## config.mk

```make
export PLATFORM = sky130hd
export DESIGN_NAME = migcorre_duty_ctrl
export DESIGN_NICKNAME = d
export VERILOG_FILES = /design/src/rtl/migcorre_pwm_pkg.sv /design/src/rtl/migcorre_debounce.sv /design/src/rtl/migcorre_duty_ctrl.sv
export SDC_FILE = /design/constraint.sdc
export NUM_CORES = 1
export LEC_CHECK = 0
export CORE_MARGIN = 2
export CORE_UTILIZATION = 57
export CTS_CLUSTER_DIAMETER = 150
export DETAILED_ROUTE_END_ITERATION = 6
export PLACE_DENSITY = 0.78
export SLEW_MARGIN = 10
export SYNTH_ARGS = -nofsm -noshare
export SYNTH_HDL_FRONTEND = slang
export SYNTH_HIERARCHICAL = 1
export SYNTH_SLANG_ARGS = --single-unit
```

## constraint.sdc

```tcl
create_clock -name clk -period 3.2 [get_ports clk]
set_input_delay 0.48 -clock clk [delete_from_list [all_inputs] [get_ports clk]]
set_output_delay 0.48 -clock clk [all_outputs]
set_load 0.1 [all_outputs]
```

## src/rtl/migcorre_pwm_pkg.sv

```systemverilog
// Shared types and defaults for the PWM duty-command block.
package migcorre_pwm_pkg;

  localparam int unsigned DUTY_W_DEF = 4;

  typedef enum logic [2:0] {
    ST_IDLE,
    ST_FIRST,
    ST_HOLD,
    ST_REPEAT,
    ST_LOCK
  } ctrl_state_e;

endpackage

```

## src/rtl/migcorre_debounce.sv

```systemverilog
// Two-flop synchronizer followed by a consecutive-sample debouncer.
module migcorre_debounce #(
  parameter int unsigned DEB_CYCLES = 4
) (
  input  logic clk,
  input  logic reset_n,
  input  logic btn_i,
  output logic level_o
);

  localparam int unsigned CNT_W = (DEB_CYCLES < 1) ? 1 : $clog2(DEB_CYCLES + 1);
  localparam logic [CNT_W-1:0] DEB_LIM = CNT_W'(DEB_CYCLES);

  logic [1:0]       sync_q;
  logic [CNT_W-1:0] cnt_q, cnt_d;
  logic             level_q, level_d;

  // The level flips on the sample after DEB_CYCLES differing samples have
  // been counted, so a held press settles DEB_CYCLES+2 edges after it lands.
  always_comb begin
    cnt_d   = cnt_q;
    level_d = level_q;
    if (sync_q[1] != level_q) begin
      if (cnt_q == DEB_LIM) begin
        level_d = sync_q[1];
        cnt_d   = '0;
      end else begin
        cnt_d = cnt_q + CNT_W'(1);
      end
    end else begin
      cnt_d = '0;
    end
  end

  always_ff @(posedge clk or negedge reset_n) begin
    if (!reset_n) begin
      sync_q  <= '0;
      cnt_q   <= '0;
      level_q <= 1'b0;
    end else begin
      sync_q  <= {sync_q[0], btn_i};
      cnt_q   <= cnt_d;
      level_q <= level_d;
    end
  end

  assign level_o = level_q;

endmodule

```

## src/rtl/migcorre_duty_ctrl.sv

```systemverilog
// Button-driven duty command: debounced inc/dec with hold-to-repeat and saturation.
module migcorre_duty_ctrl
  import migcorre_pwm_pkg::*;
#(
  parameter int unsigned DUTY_W       = DUTY_W_DEF,
  parameter int unsigned DUTY_RESET   = 8,
  parameter int unsigned DEB_CYCLES   = 4,
  parameter int unsigned REPEAT_DELAY = 16,
  parameter int unsigned REPEAT_RATE  = 4
) (
  input  logic              clk,
  input  logic              reset_n,
  input  logic              inc_btn,
  input  logic              dec_btn,
  output logic [DUTY_W-1:0] duty,
  output logic              duty_upd,
  output logic              at_max,
  output logic              at_min
);

  localparam int unsigned CNT_MAX = (REPEAT_DELAY > REPEAT_RATE) ? REPEAT_DELAY : REPEAT_RATE;
  localparam int unsigned CW      = $clog2(CNT_MAX + 1);
  localparam logic [CW-1:0] DELAY_LIM = CW'(REPEAT_DELAY - 1);
  localparam logic [CW-1:0] RATE_LIM  = CW'(REPEAT_RATE);

  localparam logic [DUTY_W-1:0] DUTY_RST   = DUTY_W'(DUTY_RESET);
  localparam logic [DUTY_W-1:0] DUTY_MAX   = '1;
  localparam logic              RST_AT_MAX = (DUTY_RST == DUTY_MAX);
  localparam logic              RST_AT_MIN = (DUTY_RST == '0);

  logic inc_db, dec_db;

  migcorre_debounce #(.DEB_CYCLES(DEB_CYCLES)) u_deb_inc (
    .clk    (clk),
    .reset_n(reset_n),
    .btn_i  (inc_btn),
    .level_o(inc_db)
  );

  migcorre_debounce #(.DEB_CYCLES(DEB_CYCLES)) u_deb_dec (
    .clk    (clk),
    .reset_n(reset_n),
    .btn_i  (dec_btn),
    .level_o(dec_db)
  );

  ctrl_state_e       state_q, state_d;
  logic              dir_q, dir_d;
  logic [CW-1:0]     cnt_q, cnt_d, cnt_inc;
  logic [DUTY_W-1:0] duty_q, duty_d;
  logic              upd_q, upd_d;
  logic              at_max_q, at_min_q;
  logic              step, step_dir, both, held;

  // The first step is issued on the IDLE->FIRST transition so the duty
  // register updates on the edge right after the debounced level rises.
  always_comb begin
    state_d  = state_q;
    dir_d    = dir_q;
    cnt_d    = cnt_q;
    step     = 1'b0;
    step_dir = dir_q;
    both     = inc_db & dec_db;
    held     = dir_q ? inc_db : dec_db;
    cnt_inc  = cnt_q + CW'(1);
    unique case (state_q)
      ST_IDLE: begin
        if (both) begin
          state_d = ST_LOCK;
        end else if (inc_db || dec_db) begin
          state_d  = ST_FIRST;
          dir_d    = inc_db;
          step     = 1'b1;
          step_dir = inc_db;
        end
      end
      ST_FIRST: begin
        if (both)       state_d = ST_LOCK;
        else if (!held) state_d = ST_IDLE;
        else begin
          cnt_d   = '0;
          state_d = ST_HOLD;
        end
      end
      ST_HOLD: begin
        if (both)       state_d = ST_LOCK;
        else if (!held) state_d = ST_IDLE;
        else if (cnt_inc == DELAY_LIM) begin
          state_d = ST_REPEAT;
          cnt_d   = '0;
          step    = 1'b1;
        end else begin
          cnt_d = cnt_inc;
        end
      end
      ST_REPEAT: begin
        if (both)       state_d = ST_LOCK;
        else if (!held) state_d = ST_IDLE;
        else if (cnt_inc == RATE_LIM) begin
          cnt_d = '0;
          step  = 1'b1;
        end else begin
          cnt_d = cnt_inc;
        end
      end
      ST_LOCK: begin
        if (!inc_db && !dec_db) state_d = ST_IDLE;
      end
      default: state_d = ST_IDLE;
    endcase
  end

  always_comb begin
    duty_d = duty_q;
    upd_d  = 1'b0;
    if (step) begin
      if (step_dir && (duty_q != DUTY_MAX)) begin
        duty_d = duty_q + DUTY_W'(1);
        upd_d  = 1'b1;
      end else if (!step_dir && (duty_q != '0)) begin
        duty_d = duty_q - DUTY_W'(1);
        upd_d  = 1'b1;
      end
    end
  end

  always_ff @(posedge clk or negedge reset_n) begin
    if (!reset_n) begin
      state_q  <= ST_IDLE;
      dir_q    <= 1'b0;
      cnt_q    <= '0;
      duty_q   <= DUTY_RST;
      upd_q    <= 1'b0;
      at_max_q <= RST_AT_MAX;
      at_min_q <= RST_AT_MIN;
    end else begin
      state_q  <= state_d;
      dir_q    <= dir_d;
      cnt_q    <= cnt_d;
      duty_q   <= duty_d;
      upd_q    <= upd_d;
      at_max_q <= (duty_d == DUTY_MAX);
      at_min_q <= (duty_d == '0);
    end
  end

  assign duty     = duty_q;
  assign duty_upd = upd_q;
  assign at_max   = at_max_q;
  assign at_min   = at_min_q;

endmodule
```

==> run metrics <==
FF-to-FF path depth=8; Post-synth ARST share=1.00; Overall Global Routing Usage=0.202; global-route wire length before repair=4310 microns; clk_skew=0.00970 ns; CTS clock-pin slew for the worst setup and hold paths=0.14 ns; CTS Buf Count=3; Post-CTS Resized=0; Final period util=0.770; CP max stage delay=0.46 ns; Top-Level Pins=11; TritonCTS clock tree=built; WP data required=3.42 ns; most common cell after layout, fill and taps aside=dfrtp_1; Critical Path Source=u_deb_inc/level_o$_DFFE_PN0P_; most frequent cells in the layout=dfrtp_1 (27), inv_1 (11), nand2_1 (11); Rows=18; Fin. Hold Viols=0; largest net degree at the start of global routing=29; post-synthesis cell area=1480 sq um; Max Slew Vio Count=0; crit-path cells=ha_1 -> nor3_4 -> nand3_1 -> a21boi_0 -> nand4_1 -> a21o_1 -> a22o_1 -> and4_1; Starting DRT DRC Count=13; CTS Buffer Depth=2; Top delay family on crit path=simple AND/OR/NAND/NOR gates; Worst path depth=8; Worst R2R Start=u_deb_inc/level_o$_DFFE_PN0P_; sequential fraction of the synthesis area=0.475; hold_buf cts=0; FF-to-FF End=at_max$_DFF_PN0_; Yosys cell types=44; initial core utilization=0.597; maximum clock frequency=406 MHz; worst reg2reg setup slack=0.74 ns; Setup Buffers After CTS=0; Port Buffers=10; gpl congestion=between 0.9 and 1; syn_nets=153; Crit path arrival time=2.69 ns; die height=54.9 microns; RSZ-0062 raised after global routing=false; TritonRoute pass-1 iters=4; Synth Register Bits=28; Final Net Count=169; Post-synth EDFFs=0; Slew @ Worst Pin=~0.97 ns; Fin Setup TNS=0 ns; CP endpoint kind=register; final WL=roughly 2500 microns; antenna violations before repair=0; Crit Path Max Fanout=6; total grt overflow=0; vias in the first global route=967; final setup violation count=0; max cap viols=0; hold crit path type=reg -> reg; mean area per synthesized cell=about 11 sq um; clk sinks=28; Die W=between 50 and 60 microns; Post-Syn Instances=139; fin crit period=2.46 ns; detailed placement HPWL=1920 microns; slowest stage cell on the critical path=dfrtp_1; layout cell share with drive strength beyond 1=0.149; CP startpoint kind=register; core region area=2480 sq um; status=complete, no violations; antenna cells=0; routed len/inst=13.8 microns; Primary FF master, synth=dfrtp_1; Setup CP Type=reg -> reg; DRC errors left=0; area growth from synthesis to layout=12.7%; root buf cell=clkbuf_4; worst skew pair latency=0.33 ns; critical path buffer and inverter count=0; crit path to=at_max$_DFF_PN0_; vias per inst=just under 6; Max-slew headroom=0.348; post-route ant nets=0; CTS H-tree depth=1; die area=between 3000 and 4000 sq um; yosys warns=6; Vias=1063
==> registers in the layout, summed over array words and instances (netlist names) <==
signal,count
dir_q,1
at_max,1
u_deb_dec/sync_q,2
u_deb_dec/level_o,1
u_deb_inc/cnt_q,3
duty_upd,1
at_min,1
u_deb_inc/sync_q,2
state_q,3
u_deb_inc/level_o,1
u_deb_dec/cnt_q,3
cnt_q,5
duty,4
==> kinds of logic after synthesis <==
logic type / count (synthesis) / synth area share
and+or+nand+nor: 53 / 0.219
DFF: 28 / 0.475
AOI/OAI and AO/OA: 26 / 0.122
buffers and inverters: 11 / 0.0279
adders and majority gates: 10 / 0.0846
xor gates and xnor gates: 6 / 0.0355
muxes: 5 / 0.0364
==> metal layers <==
metal,GRT usage,wire length (microns)
met5,0,0
met4,0.0894,21
met3,0.0403,77
met2,0.325,1240
met1,0.264,1200
==> layout make-up <==
| type | count | area, sq um |
|---|---|---|
| clock buffers | 3 | 22.5 |
| repair buffers | 11 | 97.6 |
| inverters | 11 | 41.3 |
| flip-flops and latches | 28 | 702 |
| clock inverters | 1 | 30.0 |
| multi-input cells | 100 | 736 |
| well taps | 30 | 37.5 |
| fillers | 207 | 811 |
==> worst min path at each step <==
stage,to,startpoint,cells past startpoint,slack [ns]
after global placement,u_deb_dec/sync_q[1]$_DFF_PN0_,u_deb_dec/sync_q[0]$_DFF_PN0_,0,0.33
after global routing,u_deb_dec/sync_q[1]$_DFF_PN0_,u_deb_dec/sync_q[0]$_DFF_PN0_,0,0.38
after detailed placement,u_deb_dec/sync_q[1]$_DFF_PN0_,u_deb_dec/sync_q[0]$_DFF_PN0_,0,0.33
after CTS,u_deb_dec/sync_q[1]$_DFF_PN0_,u_deb_dec/sync_q[0]$_DFF_PN0_,0,0.37
final,u_deb_dec/sync_q[1]$_DFF_PN0_,u_deb_dec/sync_q[0]$_DFF_PN0_,0,0.37
after floorplan,at_max$_DFF_PN0_,reset_n,0,0.18
==> synth_stat cells (2+ instances only) <==
cell type / number / area, sq um
o22ai_1: 2 / 12.5
xnor2_1: 5 / 43.8
nand2b_1: 5 / 31.3
mux2i_1: 2 / 20.0
nor2b_1: 4 / 25.0
nand2_1: 11 / 41.3
dfrtp_1: 27 / 676
a21oi_1: 6 / 30.0
nor3b_1: 2 / 15.0
nor2_1: 4 / 15.0
o21ai_0: 7 / 35.0
nor3_1: 3 / 15.0
mux2_2: 3 / 33.8
or3b_1: 2 / 17.5
nand3_1: 8 / 40.0
inv_1: 11 / 41.3
ha_1: 10 / 125
==> per-stage QoR <==
| step | hold slack [ns] | utilization | instance area (sq um) | instances | setup WS [ns] |
|---|---|---|---|---|---|
| floorplan | 0.184 | - | 1480 | 139 | 0.782 |
| global placement | 0.334 | 0.652 | 1610 | 180 | 0.858 |
| detailed placement | 0.335 | 0.652 | 1610 | 180 | 0.775 |
| CTS | 0.368 | 0.673 | 1670 | 184 | 0.747 |
| global route | 0.380 | 0.673 | 1670 | 184 | 0.530 |
| finish | 0.365 | 0.673 | 1670 | 184 | 0.737 |
Power is left out: the tool's default activity adds up to more than one toggle a clock period on the data nets, which glitch-free logic cannot reach.
